--- src/rtl/seq_tx_pkg.sv ---
// Shared types and constants for the serial pattern transmitter.
package seq_tx_pkg;

    typedef enum logic {
        IDLE  = 1'b0,
        SHIFT = 1'b1
    } state_t;

    localparam int DIV_W = 4;

    // Default stimulus: the "1011" sequence the loopback detector looks for.
    localparam logic [7:0] DEFAULT_PATTERN = 8'b0000_1011;
    localparam int         DEFAULT_LEN     = 4;

    function automatic int calc_len_w(input int pat_w);
        return $clog2(pat_w) + 1;
    endfunction

endpackage

--- src/rtl/seq_bit_timer.sv ---
// Bit-period timer: a div+1 down-counter that flags the last cycle of each bit.
module seq_bit_timer
    import seq_tx_pkg::*;
(
    input  logic             clk,
    input  logic             rst_n,
    input  logic             en,
    input  logic             load,
    input  logic [DIV_W-1:0] div,
    output logic             bit_end
);

    logic [DIV_W-1:0] r_cnt;

    // NOTE: sequential state uses non-blocking assignments only, so every
    // register sees the pre-edge value of every other register.
    always_ff @(posedge clk) begin
        if (!rst_n) begin
            r_cnt <= '0;
        end else if (load) begin
            r_cnt <= div;
        end else if (en) begin
            r_cnt <= (r_cnt == '0) ? div : r_cnt - 1'b1;
        end
    end

    assign bit_end = en && (r_cnt == '0);

endmodule

--- src/rtl/seq_pattern_tx.sv ---
// Serial pattern transmitter, MSB-first with programmable bit period.
// Continuous-loop mode is compiled in only when SEQ_TX_LOOP_EN is defined.
module seq_pattern_tx
    import seq_tx_pkg::*;
#(
    parameter  int PAT_W = 8,
    localparam int LEN_W = calc_len_w(PAT_W)
) (
    input  logic             clk,
    input  logic             rst_n,
    input  logic             start,
    input  logic [PAT_W-1:0] pattern,
    input  logic [LEN_W-1:0] len,
    input  logic [DIV_W-1:0] div,
    input  logic             loop,
    output logic             ser_out,
    output logic             bit_strobe,
    output logic             busy,
    output logic             done
);

    localparam int IDX_W = $clog2(PAT_W);

    state_t             r_state;
    logic [PAT_W-1:0]   r_pat;
    logic [LEN_W-1:0]   r_len;
    logic [DIV_W-1:0]   r_div;
    logic [IDX_W-1:0]   r_idx;

    logic [LEN_W-1:0]   w_len_clamped;
    logic [IDX_W-1:0]   w_first_idx;
    logic [IDX_W-1:0]   w_last_idx;
    logic [IDX_W-1:0]   w_next_idx;
    logic               w_accept;
    logic               w_loop;
    logic               w_bit_end;
    logic [DIV_W-1:0]   w_timer_div;

`ifdef SEQ_TX_LOOP_EN
    assign w_loop = loop;
`else
    assign w_loop = loop & 1'b0;
`endif

    assign w_len_clamped = (len > LEN_W'(PAT_W)) ? LEN_W'(PAT_W) : len;
    assign w_first_idx   = IDX_W'(w_len_clamped - 1'b1);
    assign w_last_idx    = IDX_W'(r_len - 1'b1);
    assign w_next_idx    = r_idx - 1'b1;
    assign w_accept      = (r_state == IDLE) && start && (len != '0);

    // At acceptance the captured div is not yet valid, so load from the port.
    assign w_timer_div   = (r_state == IDLE) ? div : r_div;

    seq_bit_timer u_timer (
        .clk     (clk),
        .rst_n   (rst_n),
        .en      (r_state == SHIFT),
        .load    (w_accept),
        .div     (w_timer_div),
        .bit_end (w_bit_end)
    );

    always_ff @(posedge clk) begin
        if (!rst_n) begin
            r_state    <= IDLE;
            r_pat      <= '0;
            r_len      <= '0;
            r_div      <= '0;
            r_idx      <= '0;
            ser_out    <= 1'b0;
            bit_strobe <= 1'b0;
            busy       <= 1'b0;
            done       <= 1'b0;
        end else begin
            bit_strobe <= 1'b0;
            done       <= 1'b0;
            case (r_state)
                IDLE: begin
                    ser_out <= 1'b0;
                    busy    <= 1'b0;
                    if (w_accept) begin
                        r_pat      <= pattern;
                        r_len      <= w_len_clamped;
                        r_div      <= div;
                        r_idx      <= w_first_idx;
                        ser_out    <= pattern[w_first_idx];
                        bit_strobe <= 1'b1;
                        busy       <= 1'b1;
                        r_state    <= SHIFT;
                    end
                end
                SHIFT: begin
                    if (w_bit_end) begin
                        if (r_idx != '0) begin
                            r_idx      <= w_next_idx;
                            ser_out    <= r_pat[w_next_idx];
                            bit_strobe <= 1'b1;
                        end else if (w_loop) begin
                            r_idx      <= w_last_idx;
                            ser_out    <= r_pat[w_last_idx];
                            bit_strobe <= 1'b1;
                            done       <= 1'b1;
                        end else begin
                            ser_out    <= 1'b0;
                            busy       <= 1'b0;
                            done       <= 1'b1;
                            r_state    <= IDLE;
                        end
                    end
                end
                default: r_state <= IDLE;
            endcase
        end
    end

endmodule

--- config.mk ---
export PLATFORM = sky130hd
export DESIGN_NAME = seq_pattern_tx
export DESIGN_NICKNAME = d
export VERILOG_FILES = /design/src/rtl/seq_tx_pkg.sv /design/src/rtl/seq_bit_timer.sv /design/src/rtl/seq_pattern_tx.sv
export SDC_FILE = /design/constraint.sdc
export NUM_CORES = 1
export LEC_CHECK = 0
export CORE_UTILIZATION = 40
export DETAILED_ROUTE_END_ITERATION = 8
export DONT_BUFFER_PORTS = 1
export SYNTH_ARGS = -nofsm -noshare
export SYNTH_HDL_FRONTEND = slang
export SYNTH_HIERARCHICAL = 1
export SYNTH_SLANG_ARGS = --single-unit
export TNS_END_PERCENT = 10
--- constraint.sdc ---
create_clock -name clk -period 4.32 [get_ports clk]
set_clock_uncertainty 0.1 [all_clocks]
set_input_delay 0.864 -clock clk [delete_from_list [all_inputs] [get_ports clk]]
set_output_delay 0.864 -clock clk [all_outputs]
set_load 0.005 [all_outputs]
* Word level (Yosys, flattened, before mapping)
Cells that the tools add are included.
** Word-level totals
- Flip-flop bits (word level) :: 24
- Input bits :: 20
- Word-level logic and storage cells :: 58
** Cells by class
- Add/subtract/negate cells :: 3
- Order comparisons :: 3
- Equal/unequal tests :: 4
- Mux-type cells :: 27
- Bitwise gates (word level) :: 1
- Reductions and logical operators :: 11
** Operators with widths (count)
- 2-to-1 mux 4 bit :: 4
- 2-to-1 mux 1 bit :: 12
- 2-to-1 mux 3 bit :: 4
- < comparator 3 x 4 -> 1 bit (second input constant) :: 2
- case mux 1 bit (2 select lines) :: 4
- binary-select mux 1 bit (select 3 bit) :: 2
- != test 2 x 1 -> 1 bit (second input constant) :: 3
- case mux 3 bit (2 select lines) :: 1
- AND reduction 3 bit :: 2
- subtractor 3 x 1 -> 3 bit (second input constant) :: 2
- > comparator 4 bit (second input constant) :: 1
- zero test 4 bit :: 1
- AND reduction 2 bit :: 2
- nonzero test 4 bit :: 1
- subtractor 4 x 1 -> 4 bit (second input constant) :: 1
- logical AND 1 bit :: 3
- nonzero test 3 bit :: 1
- != test 2 bit (second input constant) :: 1
- nonzero test 2 bit :: 1
- inverter 1 bit :: 1

* Depth between registers and ports, before layout
Gate-level depths: netlist of run 1.
- Depth after elaboration :: 7
- Gate-level depth with buffers :: 8

* Hierarchy
The synthesis of run 1 kept the hierarchy.
** Modules (own cells, without submodules)
- seq_pattern_tx :: times used 1, cells each 102, area an instance 1059.8 sq um
- seq_bit_timer :: times used 1, cells each 36, area an instance 274.0 sq um

* Worst setup path after synthesis of run 1
No wires, ideal clock.
- Kind :: input -> register
- Start :: input port len[1]
- End :: register u_timer.r_cnt[3]
- Setup time :: 122 ps
- Arrival time :: 2614 ps
- Slack :: 1484 ps
- Cell stages on the path :: 8
- Buffers on the path :: 2
- Path through :: or4_1 -> and3_1 -> buf_6 -> buf_4 -> or2_1 -> nand4b_1 -> a21oi_1 -> a311o_1
** Between the ends
- Longest elaborated chain between the ends :: 3
** Ends and longest elaborated chain
- from (decl) :: RTL line seq_pattern_tx.sv:13 : input logic [LEN_W-1:0] len,
- nonzero test 4 bit * :: RTL line seq_pattern_tx.sv:49 : assign w_accept = (r_state == IDLE) && start && (len != '0);
- logical AND 1 bit * :: RTL line seq_pattern_tx.sv:49
- via w_accept :: RTL line seq_pattern_tx.sv:34 : logic w_accept;
- 2-to-1 mux 4 bit or nonzero test 2 bit (tied branches)
- to (signal assigned) :: RTL line seq_bit_timer.sv:21 : r_cnt <= div;
- to (signal assigned) :: RTL line seq_bit_timer.sv:23 : r_cnt <= (r_cnt == '0) ? div : r_cnt - 1'b1;
- to (decl) :: RTL line seq_bit_timer.sv:13 : logic [DIV_W-1:0] r_cnt;
The timed path passes the listed nets; every way through them passes the cells marked *.
A chain may end at the register's enable or synchronous reset.

* Worst setup path after layout of run 1
- Start :: input port len[1]
- End :: register u_timer.r_cnt[3]
** Between the ends
- Longest elaborated chain between the ends :: 3
** Ends and longest elaborated chain (RTL line)
- nonzero test 4 bit * :: seq_pattern_tx.sv:49
- logical AND 1 bit * :: seq_pattern_tx.sv:49
- 2-to-1 mux 4 bit or nonzero test 2 bit (tied branches)
Every way passes the cells marked *; elsewhere a longest branch is shown, timed or not.

==> flow_summary.json, run 1 <==
{
  "wl_um": 2500,
  "holdPathEnd": "r_idx[1]$_SDFFE_PN0P_",
  "fmax_mhz": 399,
  "finalMaxSlewViolations": 0,
  "viasPerCell": 5.48,
  "drc": 0,
  "min_period_ps": 2510,
  "worst_setup_path_end_kind": "register",
  "start_kind": "input pin",
  "start_util_pct": 43.0,
  "rows": 20,
  "wl_per_cell_um": 13.7,
  "maxSlewHeadroom_pct": 52.7,
  "cts_resized": 0,
  "rsz0062_at_grt": "no",
  "io_buffers": 0,
  "drive_above_1_share_pct": 12.9,
  "cts-root-buf": "clkbuf_4",
  "clk_path_buf_depth": 2,
  "clk_latency_ps": 320,
  "worstPathMaxFanout": 26,
  "die_x_um": 59.7,
  "tightestPinTransition_ps": 708,
  "ys_types": 38,
  "timing.hold.ws_ps": 370,
  "fillers": 325,
  "synth_flop_cell": "dfxtp_1",
  "r2r_end": "u_timer/r_cnt[3]$_SDFFE_PN0P_",
  "post_cts_buffers": 0,
  "num-nets-final": 164,
  "crit_required_ps": 4440,
  "hold_violations": 0,
  "arrival_ps": 2620,
  "gp_congestion": 0.775,
  "fin_crit_sh_pct": 58.0,
  "htree_num_levels": 1,
  "area_growth_pct": 6.66,
  "core_sq_um": 3100,
  "crit_type": "in -> reg",
  "finalSetupTns_ps": 0,
  "grt.total_usage_pct": 16.3,
  "grt_pass1_vias": 981,
  "ctsHoldBuffers": 0,
  "max_cap_viol_count": 0,
  "ys_ff_latch": 24,
  "power_density_nw_per_um2": 403,
  "synth_area_sq_um": 1330,
  "cts_tree": "built",
  "grt_first_pass_wirelength_um": 4370,
  "async_flop_share_pct": 0,
  "via_count": 1002,
  "post-dp-hpwl_um": 1890,
  "grt_max_degree": 27,
  "n_antenna_cell": 0,
  "synth_warnings": 6,
  "outcome": "complete, no violations",
  "hold_class": "reg -> reg",
  "grt-ovfl-total": 0,
  "r2r_slack_ps": 1860,
  "peakVddDrop_mv": 0.235,
  "first_pass_iters": 4,
  "synth_nets": 162,
  "p_leak_nw": 0.532,
  "postRouteAntennaNets": 0,
  "finalSetupViolations": 0,
  "yosysSeqAreaShare_pct": 36.0,
  "die_h_um": 59.7,
  "dieArea_sq_um": 3570,
  "avgSynthCellArea_sq_um": 9.67,
  "clk_pin_slew_ps": 140,
  "numCtsBuffers": 3,
  "min_from": "r_idx[1]$_SDFFE_PN0P_",
  "synth-edff-count": 0,
  "cts_sinks": 24,
  "hold_depth": 2,
  "antenna_found_initial": 0,
  "pin_count": 24,
  "worstRegToRegCells": 7,
  "synthCells": 138,
  "first_iter_violations": 13,
  "worstReg2RegStart": "r_state$_SDFF_PN0_"
}
[logic make-up (layout without fill, tap and decap cells)]
logic type / Yosys count / after routing / share of synthesized area, %
xor gates and xnor gates: 1 / 1 / 0.657
buffers and inverters: 11 / 12 / 3.94
muxes: 23 / 23 / 21.4
and+or+nand+nor: 51 / 51 / 21.0
adders and majority gates: 4 / 4 / 3.75
DFF: 24 / 24 / 36.0
AOI/OAI and AO/OA: 24 / 24 / 13.2
[power by group]
group,switching (mW),internal [mW]
Clock,0.0712,0.0938
Combinational,0.0711,0.0717
Sequential,0.0219,0.243
Total,0.164,0.409
[worst max-delay path, cell delays in order]
cell and delay, ps:
or4_1 490, and3_1 190, buf_4 240, or2_1 320
nand4b_1 120, a21oi_1 70, a311o_1 310
[state kept, by name, summed over array words and instances (netlist names)]
register	cells
r_div	4
r_pat	8
r_idx	3
ser_out	1
busy	1
r_state	1
done	1
bit_strobe	1
u_timer/r_cnt	4
[cells in the final DEF, fill, tap and decap left out, types with 4 or more instances in the layout]
master | netlist | final
a21oi_1 | 7 | 7
dfxtp_1 | 24 | 24
ha_1 | 4 | 4
inv_1 | 7 | 7
mux2_2 | 4 | 4
mux2i_1 | 15 | 15
mux4_2 | 4 | 4
nand2_1 | 10 | 10
nor2_1 | 12 | 12
nor2b_1 | 7 | 7
o21ai_0 | 7 | 7
[worst max path at each step]
| stage | to | start | cells after the start | slack [ps] |
|---|---|---|---|---|
| floorplan | u_timer/r_cnt[3]$_SDFFE_PN0P_ | len[1] | 8 | 1480 |
| global placement | u_timer/r_cnt[3]$_SDFFE_PN0P_ | len[1] | 7 | 1510 |
| detailed placement | u_timer/r_cnt[3]$_SDFFE_PN0P_ | len[1] | 7 | 1490 |
| CTS | u_timer/r_cnt[3]$_SDFFE_PN0P_ | len[1] | 7 | 1830 |
| global route | u_timer/r_cnt[3]$_SDFFE_PN0P_ | r_state$_SDFF_PN0_ | 7 | 1720 |
| finish | u_timer/r_cnt[3]$_SDFFE_PN0P_ | len[1] | 7 | 1810 |
[Yosys cell counts (2+ instances only)]
master,instances,area [sq um]
nor2b_1,7,43.8
nor3_1,3,15.0
nand2b_1,3,18.8
mux2_2,4,45.0
ha_1,4,50.1
inv_1,7,26.3
nand3b_1,3,22.5
nor2_1,12,45.0
dfxtp_1,24,480
o21ai_0,7,35.0
mux4_2,4,90.1
nand3_1,2,10.0
or2_1,2,12.5
nand2_1,10,37.5
clkbuf_1,2,7.51
mux2i_1,15,150
o22ai_1,2,12.5
a21oi_1,7,35.0
[area by class of cell]
type,count,area (sq um),area share (%)
clock buffers,3,22.5,1.58
clock inverters,1,30.0,2.11
inverters,7,26.3,1.85
multi-input cells,103,801,56.3
flip-flops and latches,24,480,33.8
well taps,44,55.1,3.87
repair buffers,1,7.51,0.528
[metal layers]
metal	global-route usage [%]	share of wire (%)
met1	20.6	47
met3	4.55	5.1
met4	5.98	1.0
met2	26.5	47
met5	0	0
[metrics by stage]
stage | setup WS, ps | utilization, % | power (mW) | instance area (sq um) | cells
after floorplan | 1480 | - | 0.390 | 1330 | 138
after global placement | 1510 | 44.2 | 0.409 | 1370 | 179
after detailed placement | 1490 | 44.2 | 0.414 | 1370 | 179
after CTS | 1830 | 45.8 | 0.578 | 1420 | 183
after global routing | 1720 | 45.8 | 0.610 | 1420 | 183
final | 1810 | 45.8 | 0.573 | 1420 | 183
No activity file was read; power rests on OpenSTA's default activity.
==> inputs of run 2 (changes only) <==
- clock period: 4.32 -> 2.5 ns (I/O delays scaled with it)
==> run 2 against run 1 <==
  * Design area shrank 0.62%
  * First-iteration DRC count grew 23%
  * Count of clock-buffer cells in the layout increased by 1
  * Power up 62%
  * Critical path depth unchanged
  * Cell count grew 0.55%
  * Via count increased by 2.0%
==> flow_summary.json, run 2 (synthesis gave the netlist of run 1 again) <==
{
  "top_register": "r_pat",
  "first_iter_violations": 16,
  "max_stage_delay_ps": 540,
  "worstPathMaxFanout": 4,
  "die_h_um": 59.7,
  "crit_path_top_delay_cell": "mux4_2",
  "cp_cell_sequence": "inv_1, ha_1, mux4_2, mux2i_1, nor2b_1, o21ai_0, a41oi_1",
  "tightestPinTransition_ps": 428,
  "first_pass_iters": 4,
  "r2r_slack_ps": 320,
  "core_sq_um": 3100,
  "worst_setup_path_end_kind": "register",
  "clk_path_buf_depth": 2,
  "crit_type": "reg -> reg",
  "power_density_nw_per_um2": 658,
  "wl_per_cell_um": 15.0,
  "fin_crit_sh_pct": 87.4,
  "via_count": 1022,
  "min_period_ps": 2180,
  "largest_register_ffs": 8,
  "cts_resized": 0,
  "area_growth_pct": 6.00,
  "min_from": "rst_n",
  "cts_tree": "built",
  "finalMaxSlewViolations": 0,
  "die_x_um": 59.7,
  "drive_above_1_share_pct": 13.6,
  "hold_depth": 2,
  "antenna_found_initial": 0,
  "drc": 0,
  "crit_required_ps": 2620,
  "grt-ovfl-total": 0,
  "hold_violations": 0,
  "htree_num_levels": 1,
  "maxSlewHeadroom_pct": 71.4,
  "fmax_mhz": 458,
  "clk_pin_slew_ps": 140,
  "wl_um": 2770,
  "worstRegToRegCells": 7,
  "rows": 20,
  "p_leak_nw": 0.530,
  "post_cts_buffers": 0,
  "finalSetupViolations": 0,
  "n_antenna_cell": 0,
  "cts-root-buf": "clkbuf_4",
  "grt.total_usage_pct": 17.3,
  "peakVddDrop_mv": 0.380,
  "layout_common_cells": "dfxtp_1 (24), mux2i_1 (15), nor2_1 (12)",
  "dpl.cell_count": 180,
  "grt_first_pass_wirelength_um": 4530,
  "max_cap_viol_count": 0,
  "start_kind": "register",
  "grt_max_degree": 25,
  "hold_class": "in -> reg",
  "dieArea_sq_um": 3570,
  "ctsHoldBuffers": 0,
  "holdPathEnd": "u_timer/r_cnt[1]$_SDFFE_PN0P_",
  "rsz0062_at_grt": "no",
  "cts_sinks": 24,
  "layout_commonest_cell": "dfxtp_1",
  "post-dp-hpwl_um": 2020,
  "gp_congestion": 0.819,
  "numCtsBuffers": 3,
  "final_area_sq_um": 1410,
  "grt_pass1_vias": 1018,
  "clk_latency_ps": 330,
  "postRouteAntennaNets": 0,
  "pin_count": 24,
  "viasPerCell": 5.55,
  "final_cell_count_no_fill": 184,
  "utilization_pct": 45.6,
  "arrival_ps": 2300,
  "reg_top3": "r_pat: 8 flops, r_div: 4 flops, u_timer/r_cnt: 4 flops",
  "finalSetupTns_ps": 0,
  "crit_path_start": "r_idx[0]$_SDFFE_PN0P_",
  "start_util_pct": 43.0,
  "worstReg2RegStart": "r_idx[0]$_SDFFE_PN0P_",
  "r2r_end": "ser_out$_SDFFE_PN0P_",
  "num-nets-final": 165,
  "place_area_sq_um": 1380,
  "outcome": "complete, no violations",
  "io_buffers": 0
}
[run 2: cell types whose count changed in the layout (fill, tap and decap cells not counted), sizes merged]
cell / before / now
buf: 1 / 2
clkbuf: 3 / 4
bufinv: 1 / 0
[run 2: where the power goes]
group	total, mW	switching (mW)	internal (mW)	leakage, nW
Clock	0.214	0.125	0.0892	0.0210
Combinational	0.266	0.139	0.126	0.312
Sequential	0.450	0.0292	0.421	0.197
Total	0.930	0.293	0.636	0.530
[run 2: final cells by class]
cell class              instances  area [sq um]
well taps                      44          55.1
fillers                       309          1690
multi-input cells             103           801
inverters                       7          26.3
clock buffers                   4          36.3
repair buffers                  2          15.0
flip-flops and latches         24           480
[run 2: layer usage]
metal	wire (um)	track usage, %	part of all wire (%)	up-vias
li1	-	-	-	500
met2	1350	29.4	49	18
met5	0	0	0	-
met4	67	8.97	2.4	0
met3	131	4.98	4.7	7
met1	1220	19.7	44	497
[run 2: worst max-delay path by stage]
stage / endpoint / slack (ps)
finish: ser_out$_SDFFE_PN0P_ / 320
floorplan: u_timer/r_cnt[3]$_SDFFE_PN0P_ / 30
global placement: u_timer/r_cnt[3]$_SDFFE_PN0P_ / 270
global route: ser_out$_SDFFE_PN0P_ / 120
CTS: ser_out$_SDFFE_PN0P_ / 290
detailed placement: u_timer/r_cnt[3]$_SDFFE_PN0P_ / 260
[run 2: critical path, delay by kind of cell, from the launching register on]
family | cells | cell delay [ps]
AO/OA/AOI/OAI | 2 | 310
AND/OR/NAND/NOR | 1 | 60
adder cells (fa/ha/maj) | 1 | 370
buffers and inverters | 1 | 120
flip-flops | 1 | 420
multiplexers | 2 | 690
[run 2: through the flow]
step | hold slack (ps) | setup slack [ps] | power, mW
floorplan | 332 | 28.3 | 0.674
global placement | 343 | 272 | 0.711
detailed placement | 363 | 260 | 0.721
CTS | 180 | 291 | 0.933
global route | 177 | 115 | 0.978
finish | 191 | 315 | 0.930
==> inputs of run 3 (changes only) <==
- CTS_BUF_LIST: default -> sky130_fd_sc_hd__clkbuf_8
- SYNTH_HIERARCHICAL: 1 -> default
==> run 3 against run 2 <==
  * Critical path depth is the same
  * Cell count grew 7.1%
  * Combinational power shrank 11%
  * Design area grew 0.53%
  * Sequential share of layout area shrank 0.18 points
  * Synthesized cell count grew 11%
  * Largest cell class unchanged
  * Highest routed layer unchanged
==> flow_summary.json, run 3 <==
{
  "met2_usage_pct": 26.5,
  "finalSetupViolations": 0,
  "fillers": 313,
  "grt_use_met1_pct": 23.1,
  "grt_max_degree": 18,
  "pin_count": 24,
  "num-nets-final": 179,
  "rsz0062_at_grt": "no",
  "crit_required_ps": 2550,
  "area_growth_pct": 8.50,
  "finalSetupTns_ps": 0,
  "synth-edff-count": 0,
  "numCtsBuffers": 3,
  "crit_path_top_delay_cell": "mux4_2",
  "met3_usage_pct": 4.37,
  "grt.total_usage_pct": 16.9,
  "drive_above_1_share_pct": 13.7,
  "cp_cell_sequence": "inv_1, ha_1, mux4_2, nand4_1, a21oi_1, nor2_1, o21ai_0",
  "min_period_ps": 1990,
  "hold_violations": 0,
  "synth_flop_cell": "dfxtp_1",
  "ys_types": 40,
  "reg_top3": "r_pat: 8 flops, r_div: 4 flops, u_timer.r_cnt: 4 flops",
  "finalMaxSlewViolations": 0,
  "layout_setup_ws_ps": 505,
  "cts-root-buf": "clkbuf_8",
  "dieArea_sq_um": 3510,
  "max_stage_delay_ps": 540,
  "first_pass_iters": 4,
  "wl_um": 2710,
  "avgSynthCellArea_sq_um": 8.56,
  "final_cell_count_no_fill": 197,
  "n_antenna_cell": 0,
  "grt_pass1_vias": 928,
  "yosys-top-cells-count": "nand2_1 (36), dfxtp_1 (24), a21oi_1 (14)",
  "max_cap_viol_count": 0,
  "antenna_found_initial": 0,
  "wl_per_cell_um": 13.7,
  "die_x_um": 59.2,
  "ctsHoldBuffers": 0,
  "htree_num_levels": 1,
  "first_iter_violations": 50,
  "timing.hold.ws_ps": 253,
  "fin_crit_sh_pct": 79.8,
  "dpl.cell_count": 193,
  "synth_area_sq_um": 1310,
  "fmax_mhz": 501,
  "peakVddDrop_mv": 0.410,
  "post_cts_buffers": 0,
  "worstPathMaxFanout": 4,
  "power_density_nw_per_um2": 718,
  "postRouteAntennaNets": 0,
  "rows": 20,
  "synth.top_cell.area_share_pct": 36.7,
  "drc": 0,
  "top_register": "r_pat",
  "cts_resized": 0,
  "io_buffers": 0,
  "start_kind": "register",
  "start_util_pct": 42.6,
  "die_h_um": 59.2,
  "hold_class": "in -> reg",
  "gp_congestion": 0.783,
  "tightestPinTransition_ps": 1040,
  "dpl_worst_slack_ps": 375,
  "crit_type": "reg -> reg",
  "cts_sinks": 24,
  "maxSlewHeadroom_pct": 30.4,
  "async_flop_share_pct": 0,
  "synth_warnings": 0,
  "post-dp-hpwl_um": 1990,
  "cts_tree": "built",
  "outcome": "complete, no violations",
  "busiest_layer": "met2",
  "synth_nets": 178,
  "grt-ovfl-total": 0,
  "synth_most_common_cell": "nand2_1",
  "clk_pin_slew_ps": 80,
  "p_leak_nw": 0.519,
  "viasPerCell": 5.35,
  "arrival_ps": 2040,
  "core_sq_um": 3080,
  "via_count": 1053,
  "yosysSeqAreaShare_pct": 36.7,
  "yosysTopAreaCell": "dfxtp_1",
  "worst_setup_path_end_kind": "register",
  "grt_first_pass_wirelength_um": 4410,
  "clk_path_buf_depth": 2,
  "largest_register_ffs": 8,
  "synthCells": 153,
  "layout_commonest_cell": "nand2_1",
  "layout_common_cells": "nand2_1 (36), dfxtp_1 (24), a21oi_1 (14)",
  "clk_latency_ps": 260,
  "ys_ff_latch": 24,
  "yosys-top-cells-area": "dfxtp_1 (37%), nand2_1 (10%), mux4_2 (6.9%)"
}
run 3: critical path, delay by kind of cell, from the launching register on:
kind	cells	cell delay (ps)
mux	1	540
buf+inv	1	110
simple gates	2	180
flops	1	430
compound gates	2	150
fa+ha+maj	1	370
run 3: logic make-up (layout without fill, tap and decap cells):
family          after synthesis  in the layout  share of synthesized area, %
compound gates               36             36                          19.3
xor+xnor                      1              1                         0.669
fa+ha+maj                     5              5                          4.78
buf+inv                      12             12                          4.30
flops                        24             24                          36.7
mux                           9              9                          10.9
simple gates                 66             66                          23.4
run 3: power breakdown:
group          total (mW)  switching [mW]  internal [mW]
registers           0.447          0.0301          0.417
clock network       0.337           0.123          0.214
logic               0.236           0.126          0.110
total                1.02           0.279          0.741
run 3: layout make-up:
type                    instances  area [sq um]  area share (%)
clock buffers                   3          41.3            2.90
clock inverters                 1          30.0            2.11
inverters                       5          18.8            1.32
multi-input cells             117           773            54.4
flip-flops and latches         24           480            33.8
well taps                      44          55.1            3.87
repair buffers                  3          22.5            1.58
run 3: final timing paths:
check                                                endpoint             startpoint  cells past startpoint  slack [ps]
worst max register to register           ser_out$_SDFFE_PN0P_  r_idx[0]$_SDFFE_PN0P_                      7         510
worst max-delay path                     ser_out$_SDFFE_PN0P_  r_idx[0]$_SDFFE_PN0P_                      7         510
worst min-delay path            u_timer.r_cnt[1]$_SDFFE_PN0P_                  rst_n                      1         250
worst min register to register          r_idx[1]$_SDFFE_PN0P_  r_idx[1]$_SDFFE_PN0P_                      2         360
run 3: layer usage:
| layer | up-vias | wire length [um] |
|---|---|---|
| met5 | - | 0 |
| met4 | 0 | 19 |
| met3 | 2 | 109 |
| met2 | 21 | 1300 |
| met1 | 498 | 1280 |
| li1 | 532 | - |
run 3: metrics by stage:
step           power (mW)  cell area, sq um  util [%]
2_1_floorplan       0.643              1310         -
3_3_place_gp        0.689              1350      43.9
3_5_place_dp        0.693              1350      43.9
4_1_cts              1.03              1420      46.2
5_1_grt              1.08              1420      46.2
6_report             1.02              1420      46.2
